## src/rtl/mem_stage.sv

```systemverilog
// rtl/mem_stage.sv - MEM pipeline stage: data bus access, load alignment, MEM/WB register
module mem_stage #(
  parameter int XLEN     = 32,
  parameter int RF_AW    = 5,
  parameter int MAX_WAIT = 255
) (
  input  logic             clk,
  input  logic             rst,
  input  logic             ex_valid,
  input  logic             ex_reg_write,
  input  logic [RF_AW-1:0] ex_reg_regid,
  input  logic [XLEN-1:0]  ex_alu_result,
  input  logic             ex_mem_read,
  input  logic             ex_mem_write,
  input  logic [2:0]       ex_mem_funct3,
  input  logic [XLEN-1:0]  ex_store_data,
  output logic             mem_stall,
  output logic             dbus_req,
  output logic             dbus_write,
  output logic [XLEN-1:0]  dbus_addr,
  output logic [3:0]       dbus_byteen,
  output logic [XLEN-1:0]  dbus_wdata,
  input  logic             dbus_gnt,
  input  logic             dbus_rvalid,
  input  logic [XLEN-1:0]  dbus_rdata,
  output logic             wb_valid,
  output logic             wb_reg_write,
  output logic [RF_AW-1:0] wb_reg_regid,
  output logic [XLEN-1:0]  wb_reg_writedata,
  output logic             misaligned_exc,
  output logic             bus_err
);

  typedef enum logic [1:0] {IDLE, REQ, WAIT} state_t;

  // Counter only needs to reach MAX_WAIT-1; MAX_WAIT=0 disables the timeout.
  localparam int CW = (MAX_WAIT < 2) ? 1 : $clog2(MAX_WAIT);
  localparam logic [CW-1:0] WAIT_LAST = (MAX_WAIT > 0) ? CW'(MAX_WAIT - 1) : '0;

  state_t           state;
  logic [CW-1:0]    wait_cnt;
  logic [1:0]       l_off;
  logic [2:0]       l_f3;
  logic [RF_AW-1:0] l_regid;
  logic             l_rw;

  logic             is_mem, misal, mem_go, busy, bus_done, timeout, finish;
  logic [3:0]       st_be;
  logic [XLEN-1:0]  st_wdata;
  logic [7:0]       ld_byte;
  logic [15:0]      ld_half;
  logic [XLEN-1:0]  ld_data;

  // Read and write together is illegal and never reaches the bus.
  assign is_mem   = ex_valid & (ex_mem_read ^ ex_mem_write);
  assign mem_go   = is_mem & ~misal;
  assign busy     = (state != IDLE);
  assign bus_done = ((state == REQ) & dbus_gnt & dbus_rvalid) | ((state == WAIT) & dbus_rvalid);
  assign timeout  = (MAX_WAIT > 0) && (wait_cnt == WAIT_LAST);
  assign finish   = busy & (bus_done | timeout);
  assign mem_stall = rst & (((state == IDLE) & mem_go) | (busy & ~finish));

  // Alignment check, byte enables and lane-replicated store data from the EX access size
  always_comb begin
    misal    = 1'b0;
    st_be    = 4'b1111;
    st_wdata = ex_store_data;
    case (ex_mem_funct3[1:0])
      2'b00: begin
        st_be    = 4'b0001 << ex_alu_result[1:0];
        st_wdata = {4{ex_store_data[7:0]}};
      end
      2'b01: begin
        misal    = ex_alu_result[0];
        st_be    = 4'b0011 << {ex_alu_result[1], 1'b0};
        st_wdata = {2{ex_store_data[15:0]}};
      end
      default: misal = |ex_alu_result[1:0];
    endcase
  end

  // Select the addressed lane of the returned word and extend it to XLEN
  always_comb begin
    case (l_off)
      2'd0:    ld_byte = dbus_rdata[7:0];
      2'd1:    ld_byte = dbus_rdata[15:8];
      2'd2:    ld_byte = dbus_rdata[23:16];
      default: ld_byte = dbus_rdata[31:24];
    endcase
    ld_half = l_off[1] ? dbus_rdata[31:16] : dbus_rdata[15:0];
    case (l_f3)
      3'b000:  ld_data = {{(XLEN-8){ld_byte[7]}}, ld_byte};
      3'b001:  ld_data = {{(XLEN-16){ld_half[15]}}, ld_half};
      3'b100:  ld_data = {{(XLEN-8){1'b0}}, ld_byte};
      3'b101:  ld_data = {{(XLEN-16){1'b0}}, ld_half};
      default: ld_data = dbus_rdata;
    endcase
  end

  // Bus FSM plus MEM/WB register; bus fields are captured on REQ entry and held until done
  always_ff @(posedge clk or negedge rst) begin
    if (!rst) begin
      state            <= IDLE;
      wait_cnt         <= '0;
      l_off            <= '0;
      l_f3             <= '0;
      l_regid          <= '0;
      l_rw             <= 1'b0;
      dbus_req         <= 1'b0;
      dbus_write       <= 1'b0;
      dbus_addr        <= '0;
      dbus_byteen      <= '0;
      dbus_wdata       <= '0;
      wb_valid         <= 1'b0;
      wb_reg_write     <= 1'b0;
      wb_reg_regid     <= '0;
      wb_reg_writedata <= '0;
      misaligned_exc   <= 1'b0;
      bus_err          <= 1'b0;
    end else begin
      misaligned_exc <= 1'b0;
      bus_err        <= 1'b0;
      case (state)
        IDLE: begin
          if (mem_go) begin
            state        <= REQ;
            wait_cnt     <= '0;
            dbus_req     <= 1'b1;
            dbus_write   <= ex_mem_write;
            dbus_addr    <= {ex_alu_result[XLEN-1:2], 2'b00};
            dbus_byteen  <= st_be;
            dbus_wdata   <= ex_mem_write ? st_wdata : '0;
            l_off        <= ex_alu_result[1:0];
            l_f3         <= ex_mem_funct3;
            l_regid      <= ex_reg_regid;
            l_rw         <= ex_reg_write & ex_mem_read;
            wb_valid     <= 1'b0;
            wb_reg_write <= 1'b0;
          end else begin
            wb_valid         <= ex_valid;
            wb_reg_write     <= ex_valid & ex_reg_write & ~(ex_mem_read | ex_mem_write);
            wb_reg_regid     <= ex_reg_regid;
            wb_reg_writedata <= ex_alu_result;
            misaligned_exc   <= is_mem & misal;
          end
        end
        REQ, WAIT: begin
          if (finish) begin
            state        <= IDLE;
            dbus_req     <= 1'b0;
            wb_valid     <= 1'b1;
            wb_reg_regid <= l_regid;
            if (bus_done) begin
              wb_reg_write     <= l_rw;
              wb_reg_writedata <= dbus_write ? '0 : ld_data;
            end else begin
              wb_reg_write     <= 1'b0;
              wb_reg_writedata <= '0;
              bus_err          <= 1'b1;
            end
          end else begin
            wb_valid     <= 1'b0;
            wb_reg_write <= 1'b0;
            wait_cnt     <= wait_cnt + CW'(1);
            if ((state == REQ) && dbus_gnt) begin
              state    <= WAIT;
              dbus_req <= 1'b0;
            end
          end
        end
        default: state <= IDLE;
      endcase
    end
  end

endmodule
```

## config.mk

```make
export PLATFORM = sky130hd
export DESIGN_NAME = mem_stage
export DESIGN_NICKNAME = d
export VERILOG_FILES = /design/src/rtl/mem_stage.sv
export SDC_FILE = /design/constraint.sdc
export NUM_CORES = 1
export LEC_CHECK = 0
export ABC_CLOCK_PERIOD_IN_PS = 2600
export CAP_MARGIN = 30
export CORE_MARGIN = 1
export CORE_UTILIZATION = 42
export CTS_BUF_LIST = sky130_fd_sc_hd__clkbuf_8 sky130_fd_sc_hd__clkbuf_16
export DETAILED_ROUTE_END_ITERATION = 10
export GPL_TIMING_DRIVEN = 0
export PLACE_DENSITY = 0.78
export SLEW_MARGIN = 20
export SYNTH_ARGS = -nofsm -noshare
export SYNTH_HDL_FRONTEND = slang
export SYNTH_SLANG_ARGS = --single-unit
```

## constraint.sdc

```tcl
create_clock -name clk -period 2.6 [get_ports clk]
set_clock_uncertainty 0.05 [all_clocks]
set_input_delay 0.65 -clock clk [delete_from_list [all_inputs] [get_ports clk]]
set_output_delay 0.65 -clock clk [all_outputs]
set_load 0.01 [all_outputs]
```

# Word level (Yosys, flattened, before mapping)
# Index checks and enable logic that the tools add are counted.
# classes
addsub,1
mul,0
n_div,0
order_cmp,0
eq_ne,14
n_shift,2
muxes,38
bitwise_logic,21
reduce_logical,14
# op_table
cell,n
two-way mux 32 bit,5
case mux 32 bit (2 select lines),2
case mux 32 bit (4 select lines),1
case mux 8 bit (3 select lines),1
two-way mux 16 bit,1
two-way mux 8 bit,2
case mux 8 bit (2 select lines),1
AND 1 bit,13
two-way mux 1 bit,13
two-way mux 5 bit,2
case mux 5 bit (2 select lines),1
AND reduction 3 bit,3
adder 8 x 1 -> 8 bit (second input constant),1
equality test 8 bit (second input constant),1
inequality test 2 bit (second input constant),4
case mux 1 bit (2 select lines),4
case mux 4 bit (2 select lines),1
equality test 2 x 1 -> 1 bit (second input constant),3
equality test 3 bit (second input constant),2
zero test 2 bit,3
two-way mux 2 bit,3
equality test 2 bit (second input constant),2
bitwise OR 1 bit,4
case mux 2 bit (2 select lines),1
11 further kinds,16
# totals
regBits,130
latch_bits,0
mem_bits_rw,0
romBits,0
in_bits,112
mem_count,0

# Depth between registers and ports, before layout
# Gate-level depths: netlist of run 1.
# depth
word_depth,10
depth_mapped,12

# Worst setup path after synthesis of run 1
# No wires, ideal clock.
# synth_timing
kind,input-to-reg
start,input ex_mem_write
end,register wb_reg_writedata[15]
setup_ns,0.128
t_arrival_ns,2.830
path_slack_ns,-0.409
cell_stages,12
cell_sequence,clkbuf_1 -> clkinv_1 -> clkbuf_1 -> ha_1 -> and3_1 -> and3_1 -> buf_2 -> a211o_1 -> buf_2 -> buf_2 -> a22oi_1 -> o21ai_1
# synth_via
elab_chain_len,5
# synth_rtl
element,line,source
from (decl),14,"input logic ex_mem_write,"
XOR 1 bit,55,assign is_mem = ex_valid & (ex_mem_read ^ ex_mem_write);
AND 1 bit,55,
AND 1 bit,56,assign mem_go = is_mem & ~misal;
inequality test 2 bit (no source line),--,
AND reduction 3 bit (no source line),--,
to (signal assigned),143,wb_reg_writedata <= ex_alu_result;
to (signal assigned),155,wb_reg_writedata <= dbus_write ? '0 : ld_data;
to (decl),29,"output logic [XLEN-1:0] wb_reg_writedata,"
# Every way passes these cells.
# A chain may end at the register's enable or synchronous reset.

# Worst setup path in the final report of run 1
# layout_timing
start,register state[1]
end,output mem_stall
# layout_via
elab_chain_len,10
# layout_rtl
element,line,source
from (decl),40,state_t state;
from (signal assigned),103,state <= IDLE;
from (signal assigned),126,state <= REQ;
from (signal assigned),149,state <= IDLE;
equality test 2 x 1 -> 1 bit,58,assign bus_done = ((state == REQ) & dbus_gnt & dbus_rvalid) | ((state == WAIT) & dbus_rvalid);
AND 1 bit (2 in a row),58,
bitwise OR 1 bit,58,
bitwise OR 1 bit,60,assign finish = busy & (bus_done | timeout);
AND 1 bit,60,
NOT 1 bit,61,assign mem_stall = rst & (((state == IDLE) & mem_go) | (busy & ~finish));
AND 1 bit,61,
bitwise OR 1 bit *,61,
AND 1 bit *,61,
to (decl),17,"output logic mem_stall,"
# Mark *: on every way between the ends. The rest lies on a longest branch, timed or not.

==> run summary, run 1 <==
The run finished, with violations left. The checks that failed: setup timing. The floorplan row count is 45. The worst path required time is ~1.9 ns. The type of the setup path with the least slack is flop to output port.

The flip-flop cell with the highest count after synthesis is sky130_fd_sc_hd__dfrtp_1. For this design the top-level I/O count stands at 224. The number of enable flip-flop cells after synthesis came out at 0. The number of max-capacitance violations reported is 0.

Setup repair after global routing could not meet its margin everywhere. The placeable core region came out at ~15000 um2. By area the synthesized netlist is led by sky130_fd_sc_hd__dfrtp_1, sky130_fd_sc_hd__nand2_1, sky130_fd_sc_hd__mux2i_1. The most numerous cell in the Yosys netlist is sky130_fd_sc_hd__nand2_1. The overall track demand over capacity in global routing came out at 0.271. The warning count from the yosys run came out at 0. The floorplan step defined a die boundary enclosing ~16000 um2.

The share of synthesized flip-flops with an asynchronous set or reset came out at 1.00. The number of placed cells counting well taps came out at 1152. Based on the critical path, the design can be clocked at up to ~380 MHz.

The layout overhead on the synthesized area came out at 50.6%. The number of detailed-route iterations in the first pass came out at 6. The worst setup timing slack at the placement stage is -0.806 ns. The final route contains roughly 6500 vias. The number of slew-limit violations in the final report came out at 0. The average detailed-routed wire length per instance came out at 18.2 um.

The initial cell density of the core came out at 0.433. The worst hold slack is 0.0932 ns. The total power of the final layout came out at 11.8 mW. Of the synthesized area, sequential elements account for 0.491. For this run, the post-layout net count is 1098. The post-synthesis sequential element count came out at 130. The estimated wirelength of the detail-placed design is roughly 16000 um. The share of synthesized area in the top cell type comes to 0.491. The number of antenna diodes came out at 0. The maximum cell stage delay along the critical path is 0.44 ns.

The worst pin sits at a relative slew slack of 0.444. In this run the worst hold path is classified as primary input to async pin. Walking the worst path, the cells encountered are inv_4 > ha_4 > a21o_1 > a22oi_2 > or2_1 > and3_4 > buf_6. The number of buffer cells added on primary ports came out at about 220. Synthesis produced a netlist whose cell count is a little over 700. The largest fanout on the critical path came out at 3. The worst setup path is captured at an output port. The post-route antenna net violation count is 0. The clock latency of the later-clocked register in the worst-skew pair is 0.42 ns.

The count of endpoints failing setup in the final report came out at 1. The die is 128 um tall. Across the VDD grid, the largest voltage drop is between 0.6 and 0.7 mV. The CTS H-tree depth is 4. The final standard cell count with taps included and fillers excluded came out at 1203.

The initial antenna violation count came out at 0. The final period utilization came out at 1.02. The first global-routing pass estimated 33500 um of wire.

Buffers inserted during clock tree synthesis total 17. The power per unit of standard cell area came out at about 1200 nW/um2. The master cell of the clock root buffer is sky130_fd_sc_hd__clkbuf_16.

The die outline width is between 100 and 150 um. sky130_fd_sc_hd__dfrtp_1 takes more of the synthesized area than any other cell. The iteration-0 DRC count of the detailed router came out at about 500. The number of clock sinks seen by CTS came out at 130. The static power due to leakage is 4.39 nW.

The share of post-route cells with drive strength above 1 came out at 0.114. The pin count of the biggest net entering global routing is between 70 and 80. The worst reg2reg path depth is 8. The post-detailed-routing wire length is 21900 um. The clock transition at the registers of the reported paths is ~0.060 ns. The ratio of routed vias to standard cells came out at roughly 5.4. The number of hold violations in the final report came to 0. After synthesis, the most frequently instantiated cells are sky130_fd_sc_hd__nand2_1, sky130_fd_sc_hd__dfrtp_1, sky130_fd_sc_hd__a21oi_1, sky130_fd_sc_hd__clkbuf_1, sky130_fd_sc_hd__mux2i_1.

The via count of the first global-routing pass is roughly 6200. The area of the mapped netlist is approximately 6600 um2. The synthesized netlist contains between 60 and 70 unique library cells.

The overflow left after global routing is 0. The final RePlAce weighted congestion came out at 0.894. The average cell area after synthesis is between 9 and 10 um2. The remaining design rule violation count is 0. The slew of the pin with the lowest slew margin is just over 0.8 ns.

The slowest stage of the critical path is the sky130_fd_sc_hd__dfrtp_2 cell. The buffer depth of the longest clock path is 2. The worst setup path is launched from a flop. The CTS tree is yes.

In this run, post-CTS hold repair placed 0 buffers. The worst-case setup margin in the final layout is -0.0617 ns. The routed design could run at a clock period as short as approximately 2.7 ns.

The setup TNS after final layout is -0.0617 ns. The endpoint arrival time on the critical path came out at about 2.0 ns.
-- state kept, by name (all words and copies together) (netlist names), 2 cells and up --
name              count
dbus_addr            30
dbus_byteen           4
dbus_wdata           32
l_f3                  3
l_off                 2
l_regid               5
state                 2
wait_cnt              8
wb_reg_regid          5
wb_reg_writedata     32
-- routing by layer --
layer,vias to the layer above,global-route usage,share of wire
met2,293,0.430,0.47
li1,3059,-,-
met3,47,0.0657,0.074
met4,0,0.118,0.030
met5,-,0,0
met1,3130,0.354,0.42
-- timing repair --
action | 4_1_cts | 5_1_grt
setup endpoints to repair | 21 | 21
gates resized for setup | 19 | 7
setup buffers | 16 | 5
pin swaps | 4 | 5
-- power breakdown --
group | switching, mW | internal (mW) | total [mW]
registers | 0.599 | 2.93 | 3.53
clock network | 0.928 | 1.72 | 2.65
logic | 2.74 | 2.84 | 5.58
total | 4.27 | 7.48 | 11.8
-- per-stage QoR --
step | cell area, um2 | utilization
2_1_floorplan | 6680 | -
3_3_place_gp | 9110 | 0.595
3_5_place_dp | 9150 | 0.597
4_1_cts | 9940 | 0.649
5_1_grt | 9980 | 0.652
6_report | 9980 | 0.652
-- cells by family after synthesis --
| logic type | count (synthesis) | share of synthesized area |
|---|---|---|
| AOI/OAI and AO/OA | 177 | 0.194 |
| muxes | 33 | 0.0502 |
| xor gates and xnor gates | 5 | 0.00661 |
| and+or+nand+nor | 306 | 0.202 |
| other | 1 | 0.000566 |
| buffers and inverters | 63 | 0.0425 |
| DFF | 130 | 0.491 |
| adders and majority gates | 7 | 0.0132 |
-- critical path: cells and delay by family (launching register included) --
family | cells | cell delay (ns)
simple gates | 2 | 0.36
flops | 1 | 0.44
buf+inv | 2 | 0.17
compound gates | 2 | 0.41
fa+ha+maj | 1 | 0.16
-- layout by cell type (no fill, tap or decap), types with 3 or more instances in the layout --
cell / instances
sky130_fd_sc_hd__o21ai_1: 7
sky130_fd_sc_hd__buf_2: 9
sky130_fd_sc_hd__clkinv_4: 3
sky130_fd_sc_hd__and2_1: 19
sky130_fd_sc_hd__clkdlybuf4s50_1: 211
sky130_fd_sc_hd__a222oi_1: 6
sky130_fd_sc_hd__nor2b_1: 3
sky130_fd_sc_hd__xor2_1: 4
sky130_fd_sc_hd__bufinv_16: 5
sky130_fd_sc_hd__a22oi_1: 6
sky130_fd_sc_hd__buf_4: 28
sky130_fd_sc_hd__o211ai_1: 11
sky130_fd_sc_hd__o31ai_1: 27
sky130_fd_sc_hd__clkinv_2: 3
sky130_fd_sc_hd__nand2b_1: 5
sky130_fd_sc_hd__a21oi_1: 34
sky130_fd_sc_hd__ha_4: 3
sky130_fd_sc_hd__inv_1: 6
sky130_fd_sc_hd__mux2i_1: 31
sky130_fd_sc_hd__nor3_1: 8
sky130_fd_sc_hd__a2bb2oi_1: 13
sky130_fd_sc_hd__ha_1: 4
sky130_fd_sc_hd__o21ai_0: 30
sky130_fd_sc_hd__nand2_1: 197
sky130_fd_sc_hd__nand3_1: 29
sky130_fd_sc_hd__and3_1: 5
sky130_fd_sc_hd__clkbuf_1: 27
sky130_fd_sc_hd__clkbuf_16: 17
sky130_fd_sc_hd__nor2_1: 23
sky130_fd_sc_hd__dlygate4sd2_1: 4
sky130_fd_sc_hd__buf_1: 4
sky130_fd_sc_hd__a2bb2oi_2: 10
sky130_fd_sc_hd__or3_1: 3
sky130_fd_sc_hd__dfrtp_1: 128
sky130_fd_sc_hd__o22ai_1: 8
-- final timing paths --
kind	startpoint	to	slack, ns
min in group clk	dbus_addr[2]	dbus_addr[2]	0.42
max in group asynchronous	rst	state[0]	1.65
worst min register to register	dbus_addr[2]	dbus_addr[2]	0.42
worst max register to register	state[1]	wb_reg_writedata[12]	0.12
worst max-delay path	state[1]	mem_stall	-0.06
worst min-delay path	rst	dbus_addr[13]	0.09
-- final cells by class --
cell class                      count  area (um2)
Buffer                             51         249
Clock buffer                       18         439
Clock inverter                     14         210
Fill cell                        1274        5330
Inverter                           10        47.5
Multi-Input combinational cell    530        3160
Sequential cell                   130        3260
Tap cell                          211         264
Timing Repair Buffer              239        2360
(Power assumes the default switching activity.)
==> run 2: changes to the inputs <==
- CTS_CLUSTER_DIAMETER: not set -> 30
- PLACE_DENSITY: 0.78 -> 0.82
==> run summary, run 2 (synthesis results as in run 1) <==
The ratio of routed vias to standard cells is 5.51 (+1.5%). The number of detailed-route iterations in the first pass is 7 (+1). The number of max-capacitance violations reported came out at 0 (unchanged). The worst path required time came to 1.90 ns (about the same). The number of hold violations in the final report came to 0 (unchanged). The largest fanout on the critical path was 3 (unchanged). The post-route antenna net violation count came out at 0 (unchanged). The clock network fraction of total power is 0.197 (-0.028). The final RePlAce weighted congestion was 0.893 (-0.13%). The iteration-0 DRC count of the detailed router came out at 422 (-17%). In the final layout, the registers with the most flip-flops are dbus_wdata x32, wb_reg_writedata x32, dbus_addr x30.

The number of placed cells counting well taps came out at 1152 (unchanged). The combinational share of power is 0.495 (+0.020). The number of antenna diodes came out at 0 (unchanged).

The via count came out at 6622 (+1.4%). The pin count of the biggest net entering global routing came out at 71 (-5.3%). The clock transition at the registers of the reported paths is 0.06 ns (about the same).

The sequential share of power came out at 0.308 (+0.008). The remaining design rule violation count came out at 0 (unchanged). The power per unit of standard cell area is 1160 nW/um2 (-1.8%).

The run finished, with violations left. The worst setup path is launched from a flop. The number of clock sinks seen by CTS came out at 130 (unchanged). The share of post-route cells with drive strength above 1 was 0.109 (-0.00493).

The die height came to 128 um (unchanged). The net switching component of the power is 4.23 mW (-0.81%). The highest attainable clock frequency is 369 MHz (-1.9%). The type of the setup path with the least slack is flop to output port. The number of buffer cells added on primary ports came out at 217 (unchanged). The floorplan row count is 45 (unchanged).

The worst-case setup margin in the final layout came to -0.113 ns (-0.0509 ns). The number of slew-limit violations in the final report came to 0 (unchanged). TritonCTS built the clock tree.

The type of the tightest min-delay check is primary input to async pin. The global-route wire length before repair is 33800 um (+0.95%). The worst reg2reg path depth is 16 (+8). The internal power contribution came out at 7.22 mW (-3.6%).

The clock period minus worst slack is 2.71 ns (+0.0509 ns). The number of buffers inserted by hold repair at cts came to 0 (unchanged). The slew of the pin with the lowest slew margin was 0.843 ns (+0.0149 ns). In this run the clock root is driven by a sky130_fd_sc_hd__clkbuf_16. The count of endpoints failing setup in the final report is 2 (+1). The via count of the first global-routing pass is 6408 (+3.1%). The worst-case headroom to the max-slew limit came out at 0.434 (-0.0100).

The initial cell density of the core is 0.433 (unchanged). The placeable core region came out at 15300 um2 (unchanged). The overflow left after global routing came out at 0 (unchanged). The worst hold slack came out at 0.106 ns (+0.0129 ns).

Setup repair after global routing could not meet its margin everywhere. The final period utilization is 1.04 (+0.0196). The buffer depth of the longest clock path is 2 (unchanged). The switching share of power came out at 0.370 (+0.00660).

The die outline width came to 128 um (unchanged). The final reports fail on setup timing. STA classifies the critical path endpoint as an output port.

The boundary pin count is 224 (unchanged). The initial antenna violation count was 0 (unchanged). The library cells used most frequently in the layout, excluding fill and tap cells, are sky130_fd_sc_hd__clkdlybuf4s50_1, sky130_fd_sc_hd__nand2_1, sky130_fd_sc_hd__dfrtp_1, sky130_fd_sc_hd__a21oi_1, sky130_fd_sc_hd__mux2i_1. The library cell used most frequently in the layout, excluding fill and tap cells, is sky130_fd_sc_hd__clkdlybuf4s50_1. The average detailed-routed wire length per instance came out at 18.4 um (+1.2%). The CTS H-tree depth came out at 4 (unchanged).

The layout overhead on the synthesized area is 49.5%. The static power due to leakage is 4.37 nW (-0.43%). The final standard cell count with taps included and fillers excluded is 1202 (-0.083%). The floorplan die area came out at 16300 um2 (unchanged). The post-detailed-routing wire length is 22100 um (+1.1%). The estimated wirelength of the detail-placed design came out at 15900 um (-0.10%). The endpoint arrival time on the critical path is 2.01 ns (+0.05 ns). The worst-case vdd ir drop is 0.591 mV (-12%). The layout net count is 1099 (+0.091%). The clock latency of the later-clocked register in the worst-skew pair came to 0.42 ns (about the same).

The overall track demand over capacity in global routing is 0.273 (+0.00153). The TritonCTS buffer count is 17 (unchanged).
==> run 2: final timing paths <==
kind	startpoint	endpoint	slack [ns]
setup / recovery	state[1]	mem_stall	-0.11
hold / removal	rst	dbus_addr[16]	0.11
setup reg to reg	state[1]	state[1]	0.01
hold reg to reg	dbus_wdata[6]	dbus_wdata[6]	0.42
max in group asynchronous	rst	state[0]	1.68
min in group clk	dbus_wdata[6]	dbus_wdata[6]	0.42
==> run 2: repair_timing <==
action	CTS	global route
endpoints found under the hold margin	0	0
pin swaps	6	4
endpoints found under the setup margin	22	43
setup buffers	17	5
resized for setup	18	17
==> run 2: layout make-up <==
cell class	instances	area, um2
multi-input cells	530	3170
inverters	10	47.5
fillers	1243	5410
flip-flops and latches	130	3250
well taps	211	264
clock inverters	12	106
clock buffers	18	439
plain buffers	51	254
repair buffers	240	2370
==> run 2: per-stage QoR <==
stage               setup WS (ns)   util  total power [mW]  TNS [ns]  instance area [um2]
finish                     -0.113  0.647              11.4    -0.154                 9900
global route               -0.146  0.647              12.1    -0.253                 9900
global placement            -4.80  0.595              8.71   -597.63                 9110
detailed placement         -0.779  0.597              8.84    -37.35                 9150
CTS                       -0.0937  0.642              11.3   -0.0937                 9840
floorplan                 0.00764      -              6.28         0                 6680
==> run 2: power by group through the flow <==
| stage | Clock [mW] | Combinational [mW] | Sequential (mW) |
|---|---|---|---|
| detailed placement | 0 | 5.32 | 3.52 |
| CTS | 2.27 | 5.53 | 3.51 |
| finish | 2.26 | 5.66 | 3.53 |
| global route | 2.37 | 6.08 | 3.63 |
| floorplan | 0 | 2.47 | 3.81 |
| global placement | 0 | 5.22 | 3.49 |
==> run 2: per-layer routing <==
metal  vias to the layer above  wire length, um  global-route usage
met1                      3195             9090               0.348
met5                         -                0                   0
met2                       313            10600               0.445
li1                       3065                -                   -
met4                         0              580               0.113
met3                        49             1840              0.0657
==> run 2: critical path, stage by stage, from the launching register on <==
cell	delay (ns)
sky130_fd_sc_hd__dfrtp_1	0.42
sky130_fd_sc_hd__buf_6	0.14
sky130_fd_sc_hd__ha_4	0.15
sky130_fd_sc_hd__a21o_1	0.18
sky130_fd_sc_hd__a22oi_2	0.21
sky130_fd_sc_hd__or2_1	0.18
sky130_fd_sc_hd__and3_4	0.21
sky130_fd_sc_hd__buf_6	0.10
